===== src/rtl/osc_sample_gen.sv =====
`default_nettype none
// ============================================================================
// osc_sample_gen : sample-rate timer, 24-bit phase accumulator, waveform shaper
//                  and gain stage producing Q5.16 samples for the SVF.
//                  Optional noise source enabled by OSC_SAMPLE_GEN_NOISE_EN.
// Revision       : 1.0
// ============================================================================
module osc_sample_gen #(
  parameter int SAMPLE_DIV = 2834
) (
  input  logic        clk,
  input  logic        rst,
  input  logic        en,
  input  logic [23:0] fcw,
  input  logic [1:0]  wave_sel,
  input  logic [15:0] gain,
  input  logic        phase_rst,
  input  logic        done,
  input  logic        ovr_clr,
  output logic [20:0] x,
  output logic        x_valid,
  output logic        busy,
  output logic        overrun
);
  localparam int               CNT_W   = $clog2(SAMPLE_DIV);
  localparam logic [CNT_W-1:0] CNT_MAX = CNT_W'(SAMPLE_DIV - 1);

  typedef enum logic [1:0] {
    IDLE  = 2'd0,
    CALC  = 2'd1,
    ISSUE = 2'd2,
    WAIT  = 2'd3
  } state_t;

  state_t             state;
  state_t             state_nxt;
  logic [CNT_W-1:0]   cnt;
  logic               tick;
  logic               accept;
  logic [23:0]        phase;
  logic [23:0]        ph_lat;
  logic [1:0]         ws_lat;
  logic [15:0]        gain_lat;
  logic [15:0]        tri_t;
  logic signed [16:0] w;
  logic signed [16:0] noise_w;
  logic signed [33:0] prod;
  logic               unused_bits;

  assign tick    = (cnt == CNT_MAX);
  // A tick is taken in IDLE, or in WAIT when the SVF finishes in the same cycle.
  assign accept  = tick && en && ((state == IDLE) || ((state == WAIT) && done));
  assign busy    = (state != IDLE);

  always_ff @(posedge clk or negedge rst) begin
    if (!rst) begin
      cnt   <= '0;
      phase <= '0;
    end else begin
      cnt <= tick ? '0 : cnt + 1'b1;
      if (phase_rst)
        phase <= '0;
      else if (tick)
        phase <= phase + fcw;
    end
  end

  always_ff @(posedge clk or negedge rst) begin
    if (!rst)
      state <= IDLE;
    else
      state <= state_nxt;
  end

  always_comb begin
    state_nxt = state;
    case (state)
      IDLE:    if (accept) state_nxt = CALC;
      CALC:    state_nxt = ISSUE;
      ISSUE:   state_nxt = WAIT;
      WAIT: begin
        if (accept)
          state_nxt = CALC;
        else if (done)
          state_nxt = IDLE;
      end
      default: state_nxt = IDLE;
    endcase
  end

  always_ff @(posedge clk or negedge rst) begin
    if (!rst) begin
      ph_lat   <= '0;
      ws_lat   <= '0;
      gain_lat <= '0;
      x        <= '0;
      x_valid  <= 1'b0;
      overrun  <= 1'b0;
    end else begin
      x_valid <= (state == CALC);
      if (accept) begin
        ph_lat   <= phase;
        ws_lat   <= wave_sel;
        gain_lat <= gain;
      end
      if (state == CALC)
        x <= {{4{prod[32]}}, prod[32:16]};
      if (tick && en && !accept)
        overrun <= 1'b1;
      else if (ovr_clr)
        overrun <= 1'b0;
    end
  end

  assign tri_t = ph_lat[23] ? ~ph_lat[22:7] : ph_lat[22:7];

  always_comb begin
    w = '0;
    case (ws_lat)
      2'b00:   w = {ph_lat[23:8], 1'b0};
      2'b01:   w = ph_lat[23] ? 17'h10000 : 17'h0FFFF;
      2'b10:   w = {tri_t, 1'b0} - 17'h10000;
      default: w = noise_w;
    endcase
  end

  // |w| <= 2^16 and gain < 2^16, so the product never overflows 34 bits.
  assign prod        = 34'(w) * 34'($signed({1'b0, gain_lat}));
  assign unused_bits = ^{prod[33], prod[15:0], ph_lat[6:0]};

`ifdef OSC_SAMPLE_GEN_NOISE_EN
  logic [16:0] lfsr;

  always_ff @(posedge clk or negedge rst) begin
    if (!rst)
      lfsr <= 17'h1;
    else if (tick)
      lfsr <= {lfsr[15:0], lfsr[16] ^ lfsr[13]};
  end

  assign noise_w = lfsr;
`else
  assign noise_w = '0;
`endif

endmodule
`default_nettype wire


===== config.mk =====
export PLATFORM = sky130hd
export DESIGN_NAME = osc_sample_gen
export DESIGN_NICKNAME = d
export VERILOG_FILES = /design/src/rtl/osc_sample_gen.sv
export SDC_FILE = /design/constraint.sdc
export NUM_CORES = 1
export LEC_CHECK = 0
export ABC_AREA = 0
export BUFFER_PORTS_ARGS = -buffer_cell sky130_fd_sc_hd__buf_4
export CAP_MARGIN = 10
export CELL_PAD_IN_SITES_DETAIL_PLACEMENT = 1
export CELL_PAD_IN_SITES_GLOBAL_PLACEMENT = 2
export CORE_ASPECT_RATIO = 0.8
export CORE_MARGIN = 1.5
export CORE_UTILIZATION = 45
export DETAILED_ROUTE_END_ITERATION = 7
export GPL_ROUTABILITY_DRIVEN = 0
export PLACE_DENSITY_LB_ADDON = 0.08
export SLEW_MARGIN = 20
export SYNTH_ARGS = -nofsm -noshare
export SYNTH_HDL_FRONTEND = slang
export SYNTH_SLANG_ARGS = --single-unit

===== constraint.sdc =====
create_clock -name clk -period 15.26 [get_ports clk]
set_input_delay 0 -clock clk [delete_from_list [all_inputs] [get_ports clk]]
set_output_delay 0 -clock clk [all_outputs]
set_load 0.01 [all_outputs]

==> results.yml, run 1 <==
global_route:
  gr-usage-met1_pct: 32.5
  antenna_found_initial: 0
  busiest_layer: "met2"
  grt_pass1_wl_um: 66200
  met2_usage_pct: 43.2
  gr-usage-met3_pct: 2.73
  grt-ovfl-total: 0
  grt_max_degree: 63
  grtUsageTotal_pct: 24.5
  grt_pass1_vias: 12581
finish:
  fillers: 3727
  utilization_pct: 50.5
  area_growth_pct: 9.65
  diodes: 0
  nNetsFinal: 2093
  layout-drive-gt1-share_pct: 10.3
critical_path:
  reg2reg_from: "ws_lat[1]"
  worstPathMaxFanout: 17
  worstPathRequired_ns: 15.54
  crit_type: "register to register"
  critPathCaptureType: "register"
  worstSetupStartpointType: "register"
  crit_family: "adder cells"
  cp_num_buf_inv: 4
  crit_start: "ws_lat[1]"
  path_common_cell: "fa_1"
  crit_slowest_cell: "nor2_1"
  cp_slowest_stage_delay_ns: 0.97
  cp_data_arrival_time_ns: 8.94
  worstPathCellList: "clkinv_1 > nor2_1 > a21oi_1 > o22ai_2 > nand2_1 > fa_1 > inv_1 > fa_1 > fa_1 > fa_1 > fa_1 > inv_1 > fa_1 > inv_1 > ha_1 > nand4_1 > nor4_1 > nand4_1 > a31oi_1 > o2111ai_1 > nand3_1 > a31oi_1 > xnor2_1 > mux2_2"
sta:
  period_share_pct: 56.7
  timing.fmax_mhz: 115
  maxSlewHeadroom_pct: 27.8
  setup_violations: 0
  slew_violations: 0
  tns_ns: 0
  rsz0062_at_grt: "no"
  worst-slew-pin-transition_ns: 1.08
  finClkSkew_ns: 0.0125
  hold_violations: 0
  layout_min_cycle_time_ns: 8.66
yosys:
  ys_types: 65
  synthCells: 1614
  synth-edff-count: 0
  muxShareOfSynthArea_pct: 3.81
  synth_compound_area_share_pct: 7.72
  synth_nets: 2046
  ys.flop_type: "dfrtp_1"
  synth.yosys.warnings: 0
  yosysSeqAreaShare_pct: 15.2
  postSynthAreaPerCell_um2: 9.36
  synth-simple-area-share_pct: 14.2
  synth_top_family_by_area: "adder cells"
  ys_ff_latch: 92
  synth-adder-area-share_pct: 45.4
  postSynth.asyncResetShare_pct: 100
  syn-cell-area_mm2: 0.0151
  synthXorXnorAreaFrac_pct: 3.02
power:
  switching_share_pct: 25.2
  ir_worst_vdd_v: 0.0000513
  pwr-share-clk_pct: 47.5
  leakage_uw: 0.00886
  powerDensity_mw_per_mm2: 31.5
  p_comb_share_pct: 5.9
  power_switching_uw: 132
  seqPwrFrac_pct: 46.6
  intPower_uw: 390
routing:
  viasPerCell: 5.26
  vias: 10994
  detail-route-antenna-nets: 0
  drt_wl_total_um: 39100
  dr.pass1.iters: 5
  avgRoutedWirePerCell_um: 18.7
  drc_errors: 0
  drt_iter0_drc: 498
floorplan:
  die-height_um: 167
  dieArea_mm2: 0.0347
  fp.coreArea_mm2: 0.0328
  row_count: 59
  initial_core_util_pct: 46.1
  io_pins: 72
  die_w_um: 208
hold_path:
  hold_start: "phase_rst"
  hold_class: "primary input to register"
cts:
  post_cts_resized: 0
  cts_tree: "built"
  cts.sinks: 92
  clk_latency_ns: 0.39
  clockBufferDepth: 2
  root_buffer: "clkbuf_16"
  cts_buffers: 9
  cts.clk_slew.worst_paths_ns: 0.08
  cts_max_level: 3
placement:
  dp.final_hpwl_um: 30700
  io_buffers: 71
job:
  maxCapViolations: 0
outcome:
  status: "completed"
path summary, 6_finish.rpt:
path | end | slack [ns] | cells after the start
setup / recovery | x[16] | 6.60 | 24
setup reg to reg | x[16] | 6.60 | 24
max in group asynchronous | gain_lat[2] | 14.00 | 3
min in group asynchronous | phase[22] | 0.09 | 2
hold reg to reg | cnt[10] | 0.51 | 1
hold / removal | phase[19] | 0.02 | 2
Yosys cell counts (4+ instances only):
master,n,share of area (%)
inv_1,352,8.7
fa_1,273,36
nand2_1,185,4.6
and2_1,131,5.4
ha_1,111,9.2
dfrtp_1,92,15
a21oi_1,76,2.5
clkbuf_1,53,1.3
mux2_2,47,3.5
nor2_1,44,1.1
xnor2_1,35,2.0
a21o_1,21,1.0
nand3_1,19,0.63
xor2_1,17,0.99
o21ai_0,16,0.53
o22ai_1,16,0.66
nand4_1,10,0.41
nand3b_1,8,0.40
o21bai_1,8,0.40
o31ai_1,8,0.40
nor2b_1,7,0.29
nor3_1,6,0.20
buf_1,5,0.12
a211oi_1,4,0.20
and3_1,4,0.17
buf_2,4,0.13
buf_4,4,0.20
nor3b_1,4,0.20
o21a_1,4,0.20
worst register-to-register path, stage by stage (launching register included):
cell       delay, ns
dfrtp_1         0.38
clkinv_1        0.39
nor2_1          0.97
a21oi_1         0.20
o22ai_2         0.74
nand2_1         0.18
fa_1            0.58
inv_1           0.08
fa_1            0.51
fa_1            0.58
fa_1            0.45
fa_1            0.49
inv_1           0.05
fa_1            0.47
inv_1           0.04
ha_1            0.40
nand4_1         0.16
nor4_1          0.34
nand4_1         0.19
a31oi_1         0.45
o2111ai_1       0.23
nand3_1         0.15
a31oi_1         0.11
xnor2_1         0.13
mux2_2          0.26
placed cells by master (no fill, tap or decap), types with 3 or more instances in the layout:
cell type        n
inv_1          352
fa_1           273
nand2_1        185
and2_1         131
ha_1           111
dfrtp_1         92
buf_4           82
a21oi_1         76
mux2_2          47
nor2_1          43
xnor2_1         35
a21o_1          21
dlygate4sd3_1   21
nand3_1         19
xor2_1          17
o21ai_0         16
o22ai_2         11
nand4_1         10
clkbuf_16        9
o21bai_1         8
o31ai_1          8
nand3b_1         8
nor2b_1          7
nor3_1           6
o22ai_1          5
and3_1           4
o21a_1           4
nor3b_1          4
a211oi_1         4
a21oi_2          3
a211o_1          3
o311ai_0         3
a31oi_1          3
clkinvlp_4       3
cell type report:
| type | instances | area (µm²) | share of cell area (%) |
|---|---|---|---|
| Inverter | 353 | 1330 | 8.00 |
| Sequential cell | 92 | 2300 | 13.9 |
| Multi-Input combinational cell | 1102 | 11300 | 68.1 |
| Tap cell | 427 | 534 | 3.23 |
| Clock buffer | 10 | 239 | 1.44 |
| Clock inverter | 5 | 61.3 | 0.370 |
| Timing Repair Buffer | 103 | 826 | 4.99 |
sequential cells by signal (all words and copies together) (netlist names):
name      count
phase        24
ph_lat       17
x            17
gain_lat     16
cnt          12
state         2
overrun       1
ws_lat        2
x_valid       1
power groups by stage:
| stage | Clock [µW] | Sequential (µW) | Combinational, µW |
|---|---|---|---|
| 3_3_place_gp | 0 | 248 | 26.4 |
| 3_5_place_dp | 0 | 248 | 27.1 |
| 4_1_cts | 256 | 244 | 31.3 |
| 5_1_grt | 262 | 244 | 34.2 |
| 6_report | 248 | 244 | 30.6 |
| 2_1_floorplan | 0 | 248 | 9.51 |
layer usage:
layer  wire length, µm  part of all wire [%]
met2             19700                    50
met3              1180                   3.0
met5                 0                     0
met4               624                   1.6
met1             17600                    45
stage by stage:
stage          instances  worst slack [ns]  instance area (µm²)  hold slack [ns]  total power [µW]
2_1_floorplan       1614              8.14                15100           -0.296               258
5_1_grt             2092              5.94                16600           0.0423               540
4_1_cts             2092              6.58                16600           0.0126               531
6_report            2092              6.60                16600           0.0220               522
3_3_place_gp        2056              6.51                16000          -0.0344               275
3_5_place_dp        2056              6.60                16000          -0.0252               276
timing repair:
| item | in CTS | in global routing |
|---|---|---|
| hold buffers | 21 | 0 |
| buffers inserted | 0 | 0 |
| endpoints found under the hold margin | 49 | 0 |
cell families after synthesis:
kind of cell,after synthesis
and+or+nand+nor,434
AOI/OAI and AO/OA,181
adders and majority gates,384
muxes,51
DFF,92
xor gates and xnor gates,52
buffers and inverters,420
(Power assumes the default switching activity.)
==> run 2, diff against run 1 <==
--- a/config.mk
+++ b/config.mk
@@ -12,7 +12,7 @@
 export CELL_PAD_IN_SITES_GLOBAL_PLACEMENT = 2
 export CORE_ASPECT_RATIO = 0.8
 export CORE_MARGIN = 1.5
-export CORE_UTILIZATION = 45
+export CORE_UTILIZATION = 41
 export DETAILED_ROUTE_END_ITERATION = 7
 export GPL_ROUTABILITY_DRIVEN = 0
 export PLACE_DENSITY_LB_ADDON = 0.08
==> constraint.sdc (replaced) <==
create_clock -name clk -period 8.8 [get_ports clk]
set_input_delay 0 -clock clk [delete_from_list [all_inputs] [get_ports clk]]
set_output_delay 0 -clock clk [all_outputs]
set_load 0.01 [all_outputs]
==> results.yml, run 2 (synthesis results as in run 1) <==
outcome:
  status: "completed"
floorplan:
  die-height_um: 175
  die_w_um: 218
  fp.coreArea_mm2: 0.0361
  row_count: 62
  io_pins: 72
  dieArea_mm2: 0.0380
  initial_core_util_pct: 41.9
cts:
  post_cts_resized: 0
  ctsHoldBuffers: 21
  clk_latency_ns: 0.39
  cts.clk_slew.worst_paths_ns: 0.08
  clockBufferDepth: 2
  cts_max_level: 3
  cts_tree: "built"
  cts_buffers: 9
  post_cts_buffers: 0
  root_buffer: "clkbuf_16"
  cts.sinks: 92
finish:
  area_growth_pct: 10.5
  largest_register_ffs: 24
  nNetsFinal: 2109
  layout-drive-gt1-share_pct: 10.6
  regMostFlops: "phase"
  final_common_cell: "inv_1"
  layout_common_cells: "inv_1, fa_1, nand2_1"
  top_regs: "phase: 24 flops, ph_lat: 17 flops, x: 17 flops"
  diodes: 0
  utilization_pct: 46.3
sta:
  worst-slew-pin-transition_ns: 1.05
  hold_violations: 0
  maxSlewHeadroom_pct: 29.9
  timing.fmax_mhz: 130
  slew_violations: 0
  setup_violations: 0
  layout_min_cycle_time_ns: 7.71
  finClkSkew_ns: 0.0258
  period_share_pct: 87.6
  rsz0062_at_grt: "no"
  tns_ns: 0
placement:
  dp.final_hpwl_um: 31100
  io_buffers: 71
global_route:
  grt-ovfl-total: 0
  grtUsageTotal_pct: 22.1
  grt_pass1_vias: 12818
  grt_max_degree: 64
  antenna_found_initial: 0
  grt_pass1_wl_um: 65800
routing:
  dr.pass1.iters: 4
  viasPerCell: 5.06
  drt_iter0_drc: 369
  detail-route-antenna-nets: 0
  drc_errors: 0
  drt_wl_total_um: 37700
  avgRoutedWirePerCell_um: 17.4
  vias: 10939
power:
  ir_worst_vdd_v: 0.0000813
  powerDensity_mw_per_mm2: 54.9
  leakage_uw: 0.00892
hold_path:
  hold_class: "primary input to register"
  holdPathStages: 2
  hold_start: "phase_rst"
  whs_endpoint: "phase[19]"
critical_path:
  worstPathCellList: "buf_4 > nor2b_1 > a21oi_1 > o22ai_1 > nand2_1 > fa_1 > fa_1 > fa_1 > inv_1 > fa_1 > fa_1 > inv_1 > fa_1 > inv_1 > ha_1 > nand4_1 > nor4_1 > nand4_1 > a31oi_1 > o2111ai_1 > nand3_1 > a31oi_1 > xnor2_1 > mux2_2"
  worstPathMaxFanout: 19
  rrSetupSlack_ns: 1.09
  r2r_cells: 24
  crit_type: "register to register"
  path_common_cell: "fa_1"
  cp_data_arrival_time_ns: 7.98
  critPathCaptureType: "register"
  reg2reg_from: "ws_lat[0]"
  worstSetupStartpointType: "register"
  crit_family: "adder cells"
  worstPathRequired_ns: 9.08
  cp_num_buf_inv: 4
  rr_endpoint: "x[16]"
  crit_slowest_cell: "o22ai_1"
  cp_slowest_stage_delay_ns: 0.73
job:
  maxCapViolations: 0
[run 2: worst max path at each step]
stage	endpoint	from	depth (start not counted)
6_report	x[16]	ws_lat[0]	24
3_3_place_gp	x[16]	ws_lat[0]	26
4_1_cts	x[16]	ws_lat[0]	24
3_5_place_dp	x[16]	ws_lat[0]	24
5_1_grt	x[14]	ws_lat[0]	24
2_1_floorplan	x[12]	ws_lat[0]	28
[run 2: area by class of cell]
type	count	area [µm²]
clock buffer	10	239
clock inverter	6	72.6
fill	4136	19400
multi-input combinational	1102	11200
timing repair buffer	119	946
tap	480	601
inverter	353	1330
sequential	92	2300
[run 2: metal layers]
layer	GRT usage, %	routed length (µm)	vias to the layer above
met3	2.61	886	39
met1	29.1	17000	5725
li1	-	-	5064
met2	38.5	19000	111
met5	0	0	-
met4	6.05	867	0
[run 2: metrics by stage]
stage | hold WS, ns | cell area (µm²) | power, µW | setup slack, ns | instances
floorplan | -0.296 | 15100 | 447 | 1.68 | 1614
CTS | 0.00856 | 16700 | 934 | 1.08 | 2162
detailed placement | -0.0272 | 16200 | 478 | 1.11 | 2125
global placement | -0.0373 | 16200 | 476 | 1.34 | 2125
global route | 0.0305 | 16700 | 951 | 0.501 | 2162
finish | 0.0287 | 16700 | 915 | 1.09 | 2162
[run 2: where the power goes]
part	switching, µW	internal, µW
clock	209	231
sequential	0.000000000000169	422
combinational	26.4	26.8
[run 2: worst reg2reg max path, cell delays in order (launching register included)]
cell       delay, ns
dfrtp_1         0.33
buf_4           0.22
nor2b_1         0.50
a21oi_1         0.09
o22ai_1         0.73
nand2_1         0.18
fa_1            0.54
fa_1            0.51
fa_1            0.52
inv_1           0.06
fa_1            0.44
fa_1            0.51
inv_1           0.05
fa_1            0.47
inv_1           0.04
ha_1            0.39
nand4_1         0.22
nor4_1          0.31
nand4_1         0.20
a31oi_1         0.42
o2111ai_1       0.23
nand3_1         0.15
a31oi_1         0.11
xnor2_1         0.13
mux2_2          0.26
==> run 3, diff against run 2 <==
--- a/config.mk
+++ b/config.mk
@@ -13,9 +13,11 @@
 export CORE_ASPECT_RATIO = 0.8
 export CORE_MARGIN = 1.5
 export CORE_UTILIZATION = 41
+export CTS_CLUSTER_SIZE = 8
 export DETAILED_ROUTE_END_ITERATION = 7
 export GPL_ROUTABILITY_DRIVEN = 0
 export PLACE_DENSITY_LB_ADDON = 0.08
+export SKIP_CTS_REPAIR_TIMING = 1
 export SLEW_MARGIN = 20
 export SYNTH_ARGS = -nofsm -noshare
 export SYNTH_HDL_FRONTEND = slang
==> constraint.sdc (replaced) <==
create_clock -name clk -period 8.5 [get_ports clk]
set_input_delay 0 -clock clk [delete_from_list [all_inputs] [get_ports clk]]
set_output_delay 0 -clock clk [all_outputs]
set_load 0.01 [all_outputs]
==> results.yml, run 3 (synthesis results as in run 1) <==
outcome:
  status: "completed"
critical_path:
  rr_endpoint: "x[16]"
  crit_type: "register to register"
  worstPathMaxFanout: 19
  worstSetupStartpointType: "register"
  critPathCaptureType: "register"
  worstPathRequired_ns: 8.77
  rrSetupSlack_ns: 0.60
  reg2reg_from: "ws_lat[0]"
  r2r_cells: 25
  cp_data_arrival_time_ns: 8.17
power:
  intPower_uw: 727
  switching_share_pct: 25.4
  ir_worst_vdd_v: 0.0000832
  pwr-share-clk_pct: 49.5
  power_switching_uw: 248
  p_comb_share_pct: 5.7
  leakage_uw: 0.00892
  fin_total_pwr_uw: 974
  seqPwrFrac_pct: 44.9
  powerDensity_mw_per_mm2: 58.4
sta:
  slew_violations: 0
  hold_violations: 0
  period_share_pct: 92.9
  maxSlewHeadroom_pct: 27.9
  fin_ws_ns: 0.602
  finClkSkew_ns: 0.0219
  tns_ns: 0
  timing.fmax_mhz: 127
  layout_min_cycle_time_ns: 7.90
  worst-slew-pin-transition_ns: 1.08
  setup_violations: 0
  rsz0062_at_grt: "no"
cts:
  root_buffer: "clkbuf_16"
  cts_tree: "built"
  cts.clk_slew.worst_paths_ns: 0.08
  clk_latency_ns: 0.39
  clockBufferDepth: 2
  cts_max_level: 3
  cts_buffers: 9
  cts.sinks: 92
finish:
  final_common_cell: "inv_1"
  diodes: 0
  top_regs: "phase: 24 flops, ph_lat: 17 flops, x: 17 flops"
  nNetsFinal: 2107
  largest_register_ffs: 24
  area_growth_pct: 10.5
  regMostFlops: "phase"
  layout_common_cells: "inv_1, fa_1, nand2_1"
  layout-drive-gt1-share_pct: 10.5
routing:
  vias: 10947
  drc_errors: 0
  detail-route-antenna-nets: 0
  dr.pass1.iters: 7
  drt_iter0_drc: 494
  viasPerCell: 5.07
  drt_wl_total_um: 40400
  avgRoutedWirePerCell_um: 18.7
placement:
  io_buffers: 71
  dp.final_hpwl_um: 31500
  place_ws_ns: 0.473
floorplan:
  die_w_um: 218
  fp.coreArea_mm2: 0.0361
  die-height_um: 175
  initial_core_util_pct: 41.9
  dieArea_mm2: 0.0380
  row_count: 62
  io_pins: 72
global_route:
  grtUsageTotal_pct: 23.1
  antenna_found_initial: 0
  grt-ovfl-total: 0
  grt_pass1_wl_um: 67500
  grt_max_degree: 63
  grt_pass1_vias: 12413
hold_path:
  hold_start: "phase_rst"
  whs_endpoint: "phase[19]"
  holdPathStages: 2
  hold_class: "primary input to register"
job:
  maxCapViolations: 0
## run 3: cell types whose count changed in the layout (fill, tap and decap cells not counted)
| cell | before | now |
|---|---|---|
| buf_4 | 98 | 96 |
| nand2_2 | 0 | 1 |
| bufinv_16 | 1 | 2 |
| clkbuf_8 | 1 | 0 |
| clkbuf_1 | 0 | 1 |
| clkinv_4 | 3 | 1 |
| nand2_1 | 185 | 184 |
| inv_6 | 1 | 2 |
## run 3: how the worst max path moves through the flow
stage | cells after the start | to | startpoint
after floorplan | 28 | x[12] | ws_lat[0]
after global placement | 25 | x[16] | ph_lat[23]
after detailed placement | 25 | x[16] | ph_lat[23]
after CTS | 25 | x[16] | ph_lat[23]
after global routing | 25 | x[16] | ws_lat[0]
final | 25 | x[16] | ws_lat[0]
## run 3: layout make-up
cell class	instances	area, µm²
Clock inverter	6	93.8
Tap cell	480	601
Sequential cell	92	2300
Inverter	353	1330
Clock buffer	10	229
Multi-Input combinational cell	1102	11200
Timing Repair Buffer	117	931
Fill cell	4167	19400
## run 3: power by group through the flow
stage | registers (µW) | clock network, µW | logic, µW
2_1_floorplan | 446 | 0 | 17.1
3_3_place_gp | 446 | 0 | 47.4
3_5_place_dp | 446 | 0 | 48.4
4_1_cts | 437 | 500 | 48.5
5_1_grt | 437 | 515 | 61.8
6_report | 437 | 482 | 55.1
## run 3: stage by stage
stage               instances  util [%]  area (µm²)  hold WS (ns)
global route             2160      46.3       16700        0.0727
detailed placement       2123      44.8       16200       -0.0206
global placement         2123      44.8       16200       -0.0292
CTS                      2139      45.7       16500        -0.436
floorplan                1614         -       15100        -0.296
finish                   2160      46.3       16700        0.0335
## run 3: routing by layer
metal	routed length, µm	part of all wire [%]	track usage, %	vias to the layer above
met4	377	0.93	4.17	0
met3	1030	2.5	2.82	25
met2	20200	50	39.7	110
met1	18700	46	31.5	5763
met5	0	0	0	-
li1	-	-	-	5049
## run 3: critical path, cell delays in order, from the launching register on
cell,delay (ns)
dfrtp_1,0.63
nor2_1,0.47
buf_4,0.27
a21oi_1,0.08
o22ai_1,0.49
buf_4,0.26
nand2_1,0.08
fa_1,0.52
inv_1,0.05
fa_1,0.48
fa_1,0.58
fa_1,0.43
fa_1,0.51
inv_1,0.05
fa_1,0.47
inv_1,0.04
ha_1,0.38
nand4_1,0.23
nor4_1,0.31
nand4_1,0.20
a31oi_1,0.36
o2111ai_1,0.22
nand3_1,0.16
a31oi_1,0.11
xnor2_1,0.13
mux2_2,0.26
